$ cat src/rtl/ph_sequencer.sv
// Sequencer for one PearsonHash instance: loads the 256-entry table from a key ROM,
// then shares the block-hash path between two requesters with round-robin arbitration and rekey support.
module ph_sequencer #(
  parameter int BLOCK_SIZE_IN_OCTETS = 8
) (
  input  logic                              clk,
  input  logic                              reset,
  output logic [7:0]                        key_addr,
  input  logic [7:0]                        key_data,
  input  logic                              rekey,
  output logic                              loaded,
  input  logic                              req0_valid,
  input  logic                              req1_valid,
  input  logic [8*BLOCK_SIZE_IN_OCTETS-1:0] req0_block,
  input  logic [8*BLOCK_SIZE_IN_OCTETS-1:0] req1_block,
  output logic                              req0_ready,
  output logic                              req1_ready,
  output logic                              rsp0_valid,
  output logic                              rsp1_valid,
  output logic [7:0]                        rsp0_hash,
  output logic [7:0]                        rsp1_hash,
  output logic                              PH_write_enable,
  input  logic                              PH_write_ready,
  output logic [7:0]                        PH_idx_in,
  output logic [7:0]                        PH_key_byte_in,
  output logic                              PH_block_enable,
  input  logic                              PH_block_ready,
  output logic [8*BLOCK_SIZE_IN_OCTETS-1:0] PH_block_in,
  input  logic [7:0]                        PH_block_hash
);
  localparam int W = 8 * BLOCK_SIZE_IN_OCTETS;

  typedef enum logic [2:0] {
    S_LOAD_FETCH = 3'd0,
    S_LOAD_WRITE = 3'd1,
    S_LOAD_WAIT  = 3'd2,
    S_IDLE       = 3'd3,
    S_HASH_ISSUE = 3'd4,
    S_HASH_WAIT  = 3'd5
  } state_t;

  state_t         r_state;
  state_t         w_next;
  logic [7:0]     r_idx;
  logic [7:0]     r_key_addr;
  logic           r_loaded;
  logic           r_rekey_pend;
  logic           r_last_grant;
  logic           r_grant;
  logic           r_we;
  logic           r_we_d;
  logic           r_be;
  logic           r_be_d;
  logic [7:0]     r_idx_in;
  logic [7:0]     r_key_byte;
  logic [W-1:0]   r_block_in;
  logic           r_ready0;
  logic           r_ready1;
  logic           r_rsp0;
  logic           r_rsp1;
  logic [7:0]     r_hash0;
  logic [7:0]     r_hash1;

  logic           w_wr_fire;
  logic           w_wr_done;
  logic           w_last_idx;
  logic           w_rekey_take;
  logic           w_grant_vld;
  logic           w_grant_id;
  logic           w_blk_fire;
  logic           w_hash_done;

  always_ff @(posedge clk or negedge reset) begin
    if (!reset) begin
      r_state <= S_LOAD_FETCH;
    end else begin
      r_state <= w_next;
    end
  end

  // Strobes are registered, so ready is ignored both in the strobe cycle and the one after it.
  always_comb begin
    w_wr_fire    = (r_state == S_LOAD_WRITE) && PH_write_ready;
    w_wr_done    = (r_state == S_LOAD_WAIT) && PH_write_ready && !r_we && !r_we_d;
    w_last_idx   = (r_idx == 8'd255);
    w_rekey_take = (r_state == S_IDLE) && r_rekey_pend;
    w_grant_vld  = (r_state == S_IDLE) && !r_rekey_pend && (req0_valid || req1_valid);
    w_grant_id   = (req0_valid && req1_valid) ? ~r_last_grant : req1_valid;
    w_blk_fire   = (r_state == S_HASH_ISSUE) && PH_block_ready;
    w_hash_done  = (r_state == S_HASH_WAIT) && PH_block_ready && !r_be && !r_be_d;
  end

  always_comb begin
    w_next = r_state;
    case (r_state)
      S_LOAD_FETCH: w_next = S_LOAD_WRITE;
      S_LOAD_WRITE: if (w_wr_fire) w_next = S_LOAD_WAIT; else w_next = S_LOAD_WRITE;
      S_LOAD_WAIT: begin
        if (w_wr_done) w_next = w_last_idx ? S_IDLE : S_LOAD_FETCH;
        else w_next = S_LOAD_WAIT;
      end
      S_IDLE: begin
        if (w_rekey_take) w_next = S_LOAD_FETCH;
        else if (w_grant_vld) w_next = S_HASH_ISSUE;
        else w_next = S_IDLE;
      end
      S_HASH_ISSUE: if (w_blk_fire) w_next = S_HASH_WAIT; else w_next = S_HASH_ISSUE;
      S_HASH_WAIT: if (w_hash_done) w_next = S_IDLE; else w_next = S_HASH_WAIT;
      default: w_next = S_LOAD_FETCH;
    endcase
  end

  always_ff @(posedge clk or negedge reset) begin
    if (!reset) begin
      r_idx        <= 8'd0;
      r_key_addr   <= 8'd0;
      r_loaded     <= 1'b0;
      r_rekey_pend <= 1'b0;
      r_last_grant <= 1'b1;
      r_grant      <= 1'b0;
      r_we         <= 1'b0;
      r_we_d       <= 1'b0;
      r_be         <= 1'b0;
      r_be_d       <= 1'b0;
      r_idx_in     <= 8'd0;
      r_key_byte   <= 8'd0;
      r_block_in   <= '0;
      r_ready0     <= 1'b0;
      r_ready1     <= 1'b0;
      r_rsp0       <= 1'b0;
      r_rsp1       <= 1'b0;
      r_hash0      <= 8'd0;
      r_hash1      <= 8'd0;
    end else begin
      r_we         <= w_wr_fire;
      r_we_d       <= r_we;
      r_be         <= w_blk_fire;
      r_be_d       <= r_be;
      r_rekey_pend <= rekey | (r_rekey_pend & ~w_rekey_take);
      r_ready0     <= w_grant_vld & ~w_grant_id;
      r_ready1     <= w_grant_vld & w_grant_id;
      r_rsp0       <= w_hash_done & ~r_grant;
      r_rsp1       <= w_hash_done & r_grant;
      if (w_wr_fire) begin
        r_idx_in   <= r_idx;
        r_key_byte <= key_data;
      end
      if (w_wr_done) begin
        r_idx    <= w_last_idx ? 8'd0 : r_idx + 8'd1;
        r_loaded <= w_last_idx;
        if (!w_last_idx) r_key_addr <= r_idx + 8'd1;
      end else if (w_rekey_take) begin
        r_idx      <= 8'd0;
        r_loaded   <= 1'b0;
        r_key_addr <= 8'd0;
      end
      if (w_grant_vld) begin
        r_block_in   <= w_grant_id ? req1_block : req0_block;
        r_grant      <= w_grant_id;
        r_last_grant <= w_grant_id;
      end
      if (w_hash_done) begin
        if (r_grant) r_hash1 <= PH_block_hash;
        else r_hash0 <= PH_block_hash;
      end
    end
  end

  assign key_addr        = r_key_addr;
  assign loaded          = r_loaded;
  assign req0_ready      = r_ready0;
  assign req1_ready      = r_ready1;
  assign rsp0_valid      = r_rsp0;
  assign rsp1_valid      = r_rsp1;
  assign rsp0_hash       = r_hash0;
  assign rsp1_hash       = r_hash1;
  assign PH_write_enable = r_we;
  assign PH_idx_in       = r_idx_in;
  assign PH_key_byte_in  = r_key_byte;
  assign PH_block_enable = r_be;
  assign PH_block_in     = r_block_in;

endmodule
$ cat config.mk
export PLATFORM = sky130hd
export DESIGN_NAME = ph_sequencer
export DESIGN_NICKNAME = d
export VERILOG_FILES = /design/src/rtl/ph_sequencer.sv
export SDC_FILE = /design/constraint.sdc
export NUM_CORES = 1
export LEC_CHECK = 0
export ABC_AREA = 0
export CELL_PAD_IN_SITES_DETAIL_PLACEMENT = 0
export CELL_PAD_IN_SITES_GLOBAL_PLACEMENT = 1
export CORE_MARGIN = 4
export CORE_UTILIZATION = 32
export DETAILED_ROUTE_END_ITERATION = 16
export PLACE_DENSITY = 0.88
export SLEW_MARGIN = 5
export SYNTH_ARGS = -nofsm -noshare
export SYNTH_HDL_FRONTEND = slang
export SYNTH_SLANG_ARGS = --single-unit
$ cat constraint.sdc
create_clock -name clk -period 5.3 [get_ports clk]
set_clock_uncertainty 0.05 [all_clocks]
set_input_delay 1.06 -clock clk [delete_from_list [all_inputs] [get_ports clk]]
set_output_delay 1.06 -clock clk [all_outputs]
set_load 0.05 [all_outputs]
# ---- After elaboration in Yosys (flattened, before gate mapping)
# Cells that the tools add are included.
# W data, S select, Z words.
dict set report classes {
  n_bitwise 10
  eq_ne 7
  addsub 1
  n_reduce_logical 23
  muxes 17
}
# operator count
set ops {}
lappend ops {{$mux W64} 1}
lappend ops {{$mux W8} 5}
lappend ops {{$pmux W3 S6} 1}
lappend ops {{$logic_and A1 B1 Y1} 12}
lappend ops {{$mux W3} 3}
lappend ops {{$add A8 B1 Y8 const B} 1}
lappend ops {{$eq A8 B8 Y1 const B} 1}
lappend ops {{$eq A3 B2 Y1 const B} 2}
lappend ops {{$eq A3 B3 Y1 const B} 2}
lappend ops {{$mux W2} 3}
lappend ops {{$reduce_and A2 Y1} 3}
lappend ops {{$and A1 B1 Y1} 5}
lappend ops {{$logic_not A1 Y1} 5}
lappend ops {{$mux W1} 4}
lappend ops {{$not A1 Y1} 4}
lappend ops {{$eq A3 B1 Y1 const B} 1}
lappend ops {{$logic_not A3 Y1} 1}
lappend ops {{$ne A2 B2 Y1 const B} 1}
lappend ops {{$reduce_bool A2 Y1} 1}
lappend ops {{$logic_or A1 B1 Y1} 1}
lappend ops {{$or A1 B1 Y1} 1}
dict set report word_totals {
  output_inout_bits 111
  regBits 127
  input_bits 151
}

# ---- Logic depth before layout (Yosys ltp)
# Gate-level depths: netlist of the first run.
dict set report logic_depth {
  ltp_word 6
  mapped_depth 8
  mapped_depth_nobuf 5
}

# ---- Least setup slack after synthesis of the first run
# OpenSTA, ideal clock, no wires.
dict set report synth_path {
  path_kind {input to register}
  start {input PH_write_ready}
  end {register r_idx[4]}
  required_ns 5.174
  path_slack_ns 2.894
  cell_stages 5
  arrival_ns 2.279
  setup_ns 0.076
  n_path_buf 1
  cell_sequence {or3b_2 or2_1 buf_2 or3_1 o21ai_1}
}
dict set report synth_via {
  elab_chain_cells 4
  word_cells_on_any_way 5
  classes_between {1 x mux; 4 x reduce/logical}
}
# item line
set synth_rtl {}
lappend synth_rtl {{start: declaration} 23} ;# input logic PH_write_ready,
lappend synth_rtl {{$logic_and A1 B1 Y1 * (3 in a row)} 84} ;# w_wr_done = (r_state == S_LOAD_WAIT) && PH_write_ready && !r_we && !r_we_d;
lappend synth_rtl {{$mux W8 / $reduce_bool A2 Y1 (equally long branches)} n/a}
lappend synth_rtl {{end signal: assignment} 149} ;# r_idx <= w_last_idx ? 8'd0 : r_idx + 8'd1;
lappend synth_rtl {{end: declaration} 44} ;# logic [7:0] r_idx;
# Every way passes the cells marked *; elsewhere a longest branch is shown, timed or not.
# A chain may end at the register's enable or synchronous reset.

# ---- Worst setup path after layout of the first run
dict set report layout_path {
  start {input req1_valid}
  end {register r_block_in[60] (netlist: PH_block_in[60])}
}
dict set report layout_via {
  elab_chain_cells 3
  word_cells_on_any_way 5
  classes_between {2 x mux; 3 x reduce/logical}
}
# item line
set layout_rtl {}
lappend layout_rtl {{start: declaration} 13} ;# input logic req1_valid,
lappend layout_rtl {{$logic_and A1 B1 Y1} 88} ;# w_grant_id = (req0_valid && req1_valid) ? ~r_last_grant : req1_valid;
lappend layout_rtl {{$mux W1} 88}
lappend layout_rtl {{$mux W64} 158} ;# r_block_in <= w_grant_id ? req1_block : req0_block;
lappend layout_rtl {{end signal: assignment} 158}
lappend layout_rtl {{end: declaration} 56} ;# logic [W-1:0] r_block_in;
# Several ways; a longest one is shown, not always the timed one.

==> out/qor.yml, run 1 <==
route:
  drt-vias-per-instance: 5.05
  firstDrtPassIters: 7
  drtIter0Drc: 467
  wl_per_cell_um: 17.9
  drc: 0
  vias: 4455
  drtAntennaViolNets: 0
  drt-total-wl_mm: 15.8
clocking:
  clk_pin_slew_ns: 0.06
  cts_hold_buf: 0
  post_cts_buffers: 0
  cts_root_buf: "clkbuf_16"
  cts.sinks: 127
  clkLatencyLatePin_ns: 0.41
  cts_tree: "done"
  cts_resized: 0
  cts_made_buffers: 17
  clockBufferDepth: 2
  ctsHtreeMaxLevel: 4
timing:
  grt_setup_unrepaired: "no"
  setup_viol: 0
  holdWs_ns: 0.344
  finalCriticalPeriod_ns: 2.90
  clock.fmax_ghz: 0.345
  slew_viol_final: 0
  fin_tns_setup_ns: 0
  final-hold-violation-count: 0
  tightest_slew_ns: 1.25
  worst_slack_ns: 2.40
  relSlewSlack: 0.169
  timing.final.crit_share: 0.546
pwr:
  pwr-share-seq: 0.304
  switching_share: 0.406
  p_leak_nw: 4.04
  switchingPower_mw: 1.92
  powerDensity_mw_per_mm2: 556
  ir_drop_uv: 267
  p_clk_frac: 0.251
  p_comb_frac: 0.445
  power_mw: 4.73
  p_int_mw: 2.81
yosys:
  yosys_register_bits: 127
  syn_avg_cell_area_sq_um: 12.7
  ys_seq_area_frac: 0.621
  netlist_area_sq_mm: 0.00512
  yosysWarnings: 0
  synthArstFlopShare: 1.00
  syn_inst: 402
  synth_ff_type: "dfrtp_1"
  syn-num-nets: 554
  synth_top_area_cell: "dfrtp_1"
  synth_edf_count: 0
  synth_top_area_share: 0.616
  yosys-top-cells-area: "dfrtp_1 (62%), a222oi_1 (13%), mux2_2 (6.8%), inv_1 (5.0%), a21o_1 (1.5%)"
  yosysUniqueCellTypes: 44
status:
  status: "finished, final reports clean"
placement:
  placed_cells: 850
  port_buffers: 261
  dp_slack_ns: 1.99
  dpl_cell_area_sq_mm: 0.00791
  gp_congestion: 0.844
  place_hpwl_mm: 11.4
finish:
  area_delta_synth_final_pct: 66.3
  seq_area_sq_mm: 0.00318
  n_fill_cell: 1318
  antenna_cells: 0
  nets: 810
  multi_input_area_sq_mm: 0.00157
  final_common_cell: "clkdlybuf4s50_1"
  layout-drive-gt1-share: 0.121
  mostFrequentLayoutCells: "clkdlybuf4s50_1 (260), dfrtp_1 (126), inv_1 (68)"
  layout.cells.non_filler: 882
  fin_util: 0.552
  fin_area_sq_mm: 0.00851
worst_setup_path:
  critPathMaxFanout: 37
  required_ns: 5.59
  crit_type: "in2reg"
  worst-endpoint-arrival_ns: 3.19
  worst_setup_path_start_kind: "input pin"
  cp-end-kind: "flip-flop"
die:
  die-area_sq_mm: 0.0181
  chipWidth_um: 134
  die_height_um: 134
  initial_utilization: 0.332
  core_sq_mm: 0.0154
  io_pins: 262
  num_rows: 45
global_route:
  grt_usage: 0.176
  grt_pass1_wl_mm: 25.1
  grt_pass1_vias: 4788
  grt_overflow: 0
  grt_max_degree: 82
  antenna_found_initial: 1
run:
  maxCapViolations: 0
worst_hold_path:
  hold_class: "reg2reg"
-- flip-flops by register name, indices dropped and copies added, names as in the netlist --
name             count
PH_block_in         64
PH_idx_in            8
PH_key_byte_in       8
key_addr             8
r_idx                8
rsp0_hash            8
rsp1_hash            8
r_state              3
PH_block_enable      1
PH_write_enable      1
loaded               1
r_be_d               1
r_grant              1
r_last_grant         1
r_rekey_pend         1
r_we_d               1
req0_ready           1
req1_ready           1
rsp0_valid           1
rsp1_valid           1
-- power groups by stage --
stage | Sequential, mW | Clock (mW) | Combinational (mW)
2_1_floorplan | 2.32 | 0 | 0.446
3_3_place_gp | 1.43 | 0 | 2.10
3_5_place_dp | 1.45 | 0 | 2.12
4_1_cts | 1.44 | 1.21 | 2.13
5_1_grt | 1.47 | 1.26 | 2.21
6_report | 1.44 | 1.19 | 2.11
-- worst max-delay path, stage by stage --
cell and delay [ns]:
clkdlybuf4s50_1 0.49, o21ai_4 0.86, buf_4 0.46, a222oi_1 0.17, inv_1 0.12
-- final timing paths --
check,to,slack (ns),cells after the start,start
min in group asynchronous,PH_idx_in[5],0.76,1,reset
setup reg to reg,PH_block_in[11],2.91,4,r_state[2]
hold / removal,r_be_d,0.34,0,PH_block_enable
setup / recovery,PH_block_in[60],2.40,5,req1_valid
max in group asynchronous,PH_block_in[6],3.25,2,reset
hold reg to reg,r_be_d,0.34,0,PH_block_enable
-- Yosys cell counts, types with 2 or more instances --
library cell  number
a21o_1            10
a21oi_1            4
a222oi_1          64
a22o_1             6
and3_1             2
and4bb_2           2
buf_1              5
buf_2             13
clkbuf_1           8
dfrtp_1          126
inv_1             68
mux2_2            31
nand2_1            6
nand2b_1           2
nand3_1            3
nand3b_1           3
nand4_1            2
nor2_1             6
nor3_1             4
o21ai_0            9
o21ai_1            2
or3_1              3
xnor2_1            2
-- cell families (layout without fill, tap and decap cells) --
kind of cell,count (synthesis),after routing,share of synthesized area
DFF,127,127,0.621
AOI/OAI and AO/OA,102,102,0.177
buffers and inverters,96,365,0.0753
and+or+nand+nor,42,42,0.0509
muxes,31,31,0.0682
xor gates and xnor gates,3,3,0.00514
adders and majority gates,1,1,0.00244
-- layout make-up --
type / count / share of cell area
inverter: 68 / 0.0300
tap: 211 / 0.0310
sequential: 127 / 0.374
clock inverter: 14 / 0.0196
multi-input combinational: 179 / 0.184
clock buffer: 18 / 0.0516
timing repair buffer: 265 / 0.310
-- metal layers --
layer / part of all wire / track usage / up-vias
met1: 0.40 / 0.209 / 2183
li1: - / - / 2018
met5: 0.00051 / 0 / -
met2: 0.50 / 0.290 / 222
met4: 0.022 / 0.0600 / 2
met3: 0.087 / 0.0727 / 30
(Power assumes the default switching activity.)
==> run 2, diff against run 1 <==
Settings changed: CORE_UTILIZATION 32 to 30, PLACE_DENSITY 0.88 to 0.83.
Clock period 5.3 ns to 3 ns, I/O delays scaled along.
==> out/qor.yml, run 2 (synthesized netlist as in run 1, its figures left out) <==
finish:
  nets: 813  # +0.37%
  n_fill_cell: 1412  # +7.1%
  area_delta_synth_final_pct: 68.2
  layout-drive-gt1-share: 0.123  # +0.00243
  mostFrequentLayoutCells: "clkdlybuf4s50_1 (260), dfrtp_1 (126), inv_1 (68)"
  seq_area_sq_mm: 0.00318  # unchanged
  multi_input_area_sq_mm: 0.00157  # unchanged
  largest_reg_flops: 64  # unchanged
  layout.cells.non_filler: 894  # +1.4%
  final_common_cell: "clkdlybuf4s50_1"
  antenna_cells: 0  # unchanged
placement:
  dp_slack_ns: 0.475  # -1.52 ns
  place_hpwl_mm: 12.1  # +6.2%
  port_buffers: 261  # unchanged
  placed_cells: 862  # +1.4%
  gp_congestion: 0.810  # -4.0%
timing:
  setup_viol: 0  # unchanged
  timing.final.crit_share: 0.770
  finalCriticalPeriod_ns: 2.31
  fin_tns_setup_ns: 0  # unchanged
  worst_slack_ns: 0.691  # -1.71 ns
  holdWs_ns: 0.232  # -0.112 ns
  relSlewSlack: 0.536  # +0.367
  final-hold-violation-count: 0  # unchanged
  tightest_slew_ns: 0.696  # -0.551 ns
  clock.fmax_ghz: 0.433
  grt_setup_unrepaired: "no"
  slew_viol_final: 0  # unchanged
route:
  drt-total-wl_mm: 16.5  # +4.7%
  wl_per_cell_um: 18.5  # +3.3%
  drtIter0Drc: 396  # -15%
  drt-vias-per-instance: 5.03  # -0.43%
  vias: 4496  # +0.92%
  firstDrtPassIters: 9  # +2
  drc: 0  # unchanged
  drtAntennaViolNets: 0  # unchanged
clocking:
  cts_made_buffers: 17  # unchanged
  cts_resized: 0  # unchanged
  cts.sinks: 127  # unchanged
  cts_hold_buf: 0  # unchanged
  clk_pin_slew_ns: 0.05  # about the same
  ctsHtreeMaxLevel: 4  # unchanged
  clockBufferDepth: 2  # unchanged
  post_cts_buffers: 0  # unchanged
  cts_root_buf: "clkbuf_16"
  clkLatencyLatePin_ns: 0.41  # about the same
  cts_tree: "done"
worst_setup_path:
  worst-path-buf-inv: 1  # -2
  cp_cell_sequence: "clkdlybuf4s50_1"
  crit_type: "reg2out"
  worst_setup_path_start_kind: "flip-flop"
  critPathMaxStageDelay_ns: 0.86  # about the same
  r2r_setup_slack_ns: 0.92  # -1.99 ns
  cp-end-kind: "output pin"
  cp_top_family: "buffers and inverters"
  crit_slowest_cell: "clkdlybuf4s50_1"
  worst-endpoint-arrival_ns: 1.66  # -1.53 ns
  required_ns: 2.35  # -3.24 ns
  critPathMaxFanout: 3  # -92%
  startpoint: "PH_write_enable"
  reg2reg_from: "r_state[2]"
status:
  status: "finished, final reports clean"
pwr:
  powerDensity_mw_per_mm2: 983  # +77%
  ir_drop_uv: 511  # +91%
  p_leak_nw: 4.08  # +1.1%
die:
  io_pins: 262  # unchanged
  core_sq_mm: 0.0166  # +7.9%
  initial_utilization: 0.307  # -0.0242
  num_rows: 47  # +4.4%
  die_height_um: 139  # +3.1%
  die-area_sq_mm: 0.0192  # +6.3%
  chipWidth_um: 139  # +3.1%
global_route:
  grt_pass1_wl_mm: 25.6  # +2.2%
  grt_max_degree: 128  # +56%
  grt_overflow: 0  # unchanged
  antenna_found_initial: 0  # -1
  grt_usage: 0.168  # -0.00815
  grt_pass1_vias: 4816  # +0.58%
run:
  maxCapViolations: 0  # unchanged
worst_hold_path:
  hold_class: "in2async"
run 2: cell types whose count changed in the layout (fill, tap and decap cells not counted):
| cell | before | now |
|---|---|---|
| bufinv_16 | 3 | 4 |
| clkinvlp_4 | 4 | 1 |
| buf_12 | 0 | 3 |
| clkinv_2 | 4 | 3 |
| clkinv_4 | 2 | 4 |
| clkbuf_1 | 0 | 1 |
run 2: worst paths after layout:
path                                    to  depth (start not counted)
setup reg to reg           PH_block_in[46]                          5
setup / recovery           PH_write_enable                          1
max in group asynchronous  PH_block_in[38]                          2
hold / removal                    r_idx[6]                          2
min in group clk                    r_be_d                          0
hold reg to reg                     r_be_d                          0
run 2: power by group:
group | internal, mW | leakage [nW] | switching, mW
Combinational | 1.42 | 2.10 | 2.32
Sequential | 2.22 | 1.67 | 0.325
Clock | 1.41 | 0.307 | 0.760
Total | 5.06 | 4.08 | 3.41
run 2: layout make-up:
| type | instances | area share |
|---|---|---|
| Inverter | 68 | 0.0297 |
| Multi-Input combinational cell | 179 | 0.182 |
| Timing Repair Buffer | 268 | 0.314 |
| Clock inverter | 13 | 0.0217 |
| Clock buffer | 19 | 0.0515 |
| Tap cell | 220 | 0.0320 |
| Sequential cell | 127 | 0.369 |
run 2: stage by stage:
stage / total power, mW / utilization / area, sq um
final: 8.46 / 0.517 / 8610
after global routing: 8.85 / 0.517 / 8610
after CTS: 8.56 / 0.517 / 8610
after detailed placement: 6.34 / 0.479 / 7980
after global placement: 6.27 / 0.479 / 7980
after floorplan: 4.89 / - / 5120
run 2: metal layers:
metal,track usage,wire length [um]
met4,0.0780,528
met1,0.188,6520
met2,0.278,8010
met3,0.0703,1480
met5,0,0
==> run 3, diff against run 2 <==
Settings changed: CORE_UTILIZATION 30 to 27, PLACE_DENSITY 0.83 to 0.79.
Clock period 3 ns to 2.1 ns, I/O delays scaled along.
==> out/qor.yml, run 3 (synthesized netlist as in run 1, its figures left out) <==
status:
  status: "finished, final reports clean"
worst_setup_path:
  required_ns: 1.63  # -0.72 ns
  startpoint: "PH_key_byte_in[4]"
  critPathMaxStageDelay_ns: 0.82  # -0.04 ns
  timing.rr.end: "r_idx[5]"
  r2r_cells: 4  # -1
  critPathMaxFanout: 2  # -1
  r2r_setup_slack_ns: 0.21  # -0.71 ns
  worst-endpoint-arrival_ns: 1.59  # -0.07 ns
  cp_top_family: "buffers and inverters"
  crit_type: "reg2out"
  worst-path-buf-inv: 1  # unchanged
  endpoint: "PH_key_byte_in[4]"
  reg2reg_from: "r_state[0]"
  cp_cell_sequence: "clkdlybuf4s50_1"
  crit_slowest_cell: "clkdlybuf4s50_1"
  cp-end-kind: "output pin"
  worst_setup_path_start_kind: "flip-flop"
  path_depth: 1  # unchanged
pwr:
  ir_drop_uv: 595  # +16%
  p_leak_nw: 4.76  # +16%
  powerDensity_mw_per_mm2: 1350  # +38%
  power_mw: 11.9  # +41%
global_route:
  grt_pass1_vias: 4835  # +0.39%
  grt_overflow: 0  # unchanged
  grt_usage: 0.153  # -0.0145
  grt_max_degree: 51  # -60%
  grt_pass1_wl_mm: 26.0  # +1.5%
  antenna_found_initial: 0  # unchanged
clocking:
  ctsHtreeMaxLevel: 4  # unchanged
  clk_pin_slew_ns: 0.06  # about the same
  cts.sinks: 127  # unchanged
  cts_tree: "done"
  cts_root_buf: "clkbuf_16"
  clkLatencyLatePin_ns: 0.41  # about the same
  clockBufferDepth: 2  # unchanged
  cts_made_buffers: 17  # unchanged
  post_cts_buffers: 0  # unchanged
route:
  drtAntennaViolNets: 0  # unchanged
  drc: 0  # unchanged
  wl_per_cell_um: 17.8  # -3.8%
  drt-total-wl_mm: 16.4  # -0.86%
  drt-vias-per-instance: 4.81  # -4.3%
  firstDrtPassIters: 9  # unchanged
  vias: 4433  # -1.4%
  drtIter0Drc: 450  # +14%
timing:
  relSlewSlack: 0.634  # +0.0982
  tightest_slew_ns: 0.547  # -0.149 ns
  slew_viol_final: 0  # unchanged
  setup_viol: 0  # unchanged
  clock.fmax_ghz: 0.486
  timing.final.crit_share: 0.979
  fin_tns_setup_ns: 0  # unchanged
  grt_setup_unrepaired: "no"
  final-hold-violation-count: 0  # unchanged
  finalCriticalPeriod_ns: 2.06
die:
  num_rows: 50  # +6.4%
  io_pins: 262  # unchanged
  initial_utilization: 0.274  # -0.0330
  chipWidth_um: 146  # +5.1%
  die-area_sq_mm: 0.0212  # +10%
  die_height_um: 146  # +5.1%
  core_sq_mm: 0.0186  # +12%
finish:
  nets: 826  # +1.6%
  largest_reg_flops: 64  # unchanged
  mostFrequentLayoutCells: "clkdlybuf4s50_1 (208), dfrtp_1 (126), inv_1 (68)"
  final_common_cell: "clkdlybuf4s50_1"
  area_delta_synth_final_pct: 72.3
  layout-drive-gt1-share: 0.147  # +0.0241
placement:
  port_buffers: 261  # unchanged
  gp_congestion: 0.814  # +0.57%
  place_hpwl_mm: 12.1  # -0.13%
worst_hold_path:
  hold_class: "reg2reg"
run:
  maxCapViolations: 0  # unchanged
[run 3: cell types whose count changed in the layout (fill, tap and decap cells not counted), sizes merged]
| cell | change |
|---|---|
| dlygate4sd3 | +1 |
| clkinvlp | +1 |
| dlygate4sd2 | +9 |
| clkdlybuf4s50 | -52 |
| dlymetal6s2s | +37 |
| diode | +1 |
| buf | +18 |
| bufinv | -1 |
| clkinv | -1 |
| clkbuf | -1 |
| inv | +1 |
[run 3: repair_timing]
item / in CTS / in global routing
hold buffers: 1 / 0
hold endpoints to repair: 28 / 0
setup endpoints to repair: 9 / 37
resized for setup: 9 / 37
[run 3: metrics by stage]
| stage | instances | hold slack (ns) | setup slack (ns) | area [sq um] | utilization |
|---|---|---|---|---|---|
| 2_1_floorplan | 402 | 0.0744 | 0.109 | 5120 | - |
| 3_3_place_gp | 888 | 0.274 | -0.228 | 8120 | 0.436 |
| 3_5_place_dp | 888 | 0.280 | -0.257 | 8120 | 0.436 |
| 4_1_cts | 920 | 0.348 | 0.00387 | 8720 | 0.468 |
| 5_1_grt | 920 | 0.357 | 0.000641 | 8820 | 0.473 |
| 6_report | 921 | 0.337 | 0.0434 | 8820 | 0.473 |
[run 3: cell type report]
cell class / count / area [sq um]
tap: 234 / 293
sequential: 127 / 3180
inverter: 68 / 255
antenna: 1 / 2.50
timing repair buffer: 281 / 2920
multi-input combinational: 179 / 1570
clock buffer: 18 / 439
fill: 1674 / 9820
clock inverter: 13 / 164
[run 3: worst min-delay path by stage]
stage / start / to / slack [ns] / cells after the start
3_3_place_gp: reset / key_addr[6] / 0.27 / 1
3_5_place_dp: reset / key_addr[6] / 0.28 / 1
6_report: PH_block_enable / r_be_d / 0.34 / 0
4_1_cts: PH_block_enable / r_be_d / 0.35 / 0
2_1_floorplan: reset / PH_block_enable / 0.07 / 0
5_1_grt: PH_block_enable / r_be_d / 0.36 / 0
[run 3: power by group]
group / leakage (nW) / total [mW] / switching, mW / internal [mW]
sequential: 1.67 / 3.63 / 0.460 / 3.17
combinational: 2.79 / 5.31 / 3.31 / 2.00
clock: 0.293 / 3.00 / 1.10 / 1.90
[run 3: per-layer routing]
| metal | track usage | vias up | share of wire |
|---|---|---|---|
| met2 | 0.255 | 192 | 0.48 |
| met5 | 0 | - | 0 |
| li1 | - | 2053 | - |
| met4 | 0.0484 | 0 | 0.017 |
| met1 | 0.182 | 2166 | 0.41 |
| met3 | 0.0623 | 22 | 0.089 |
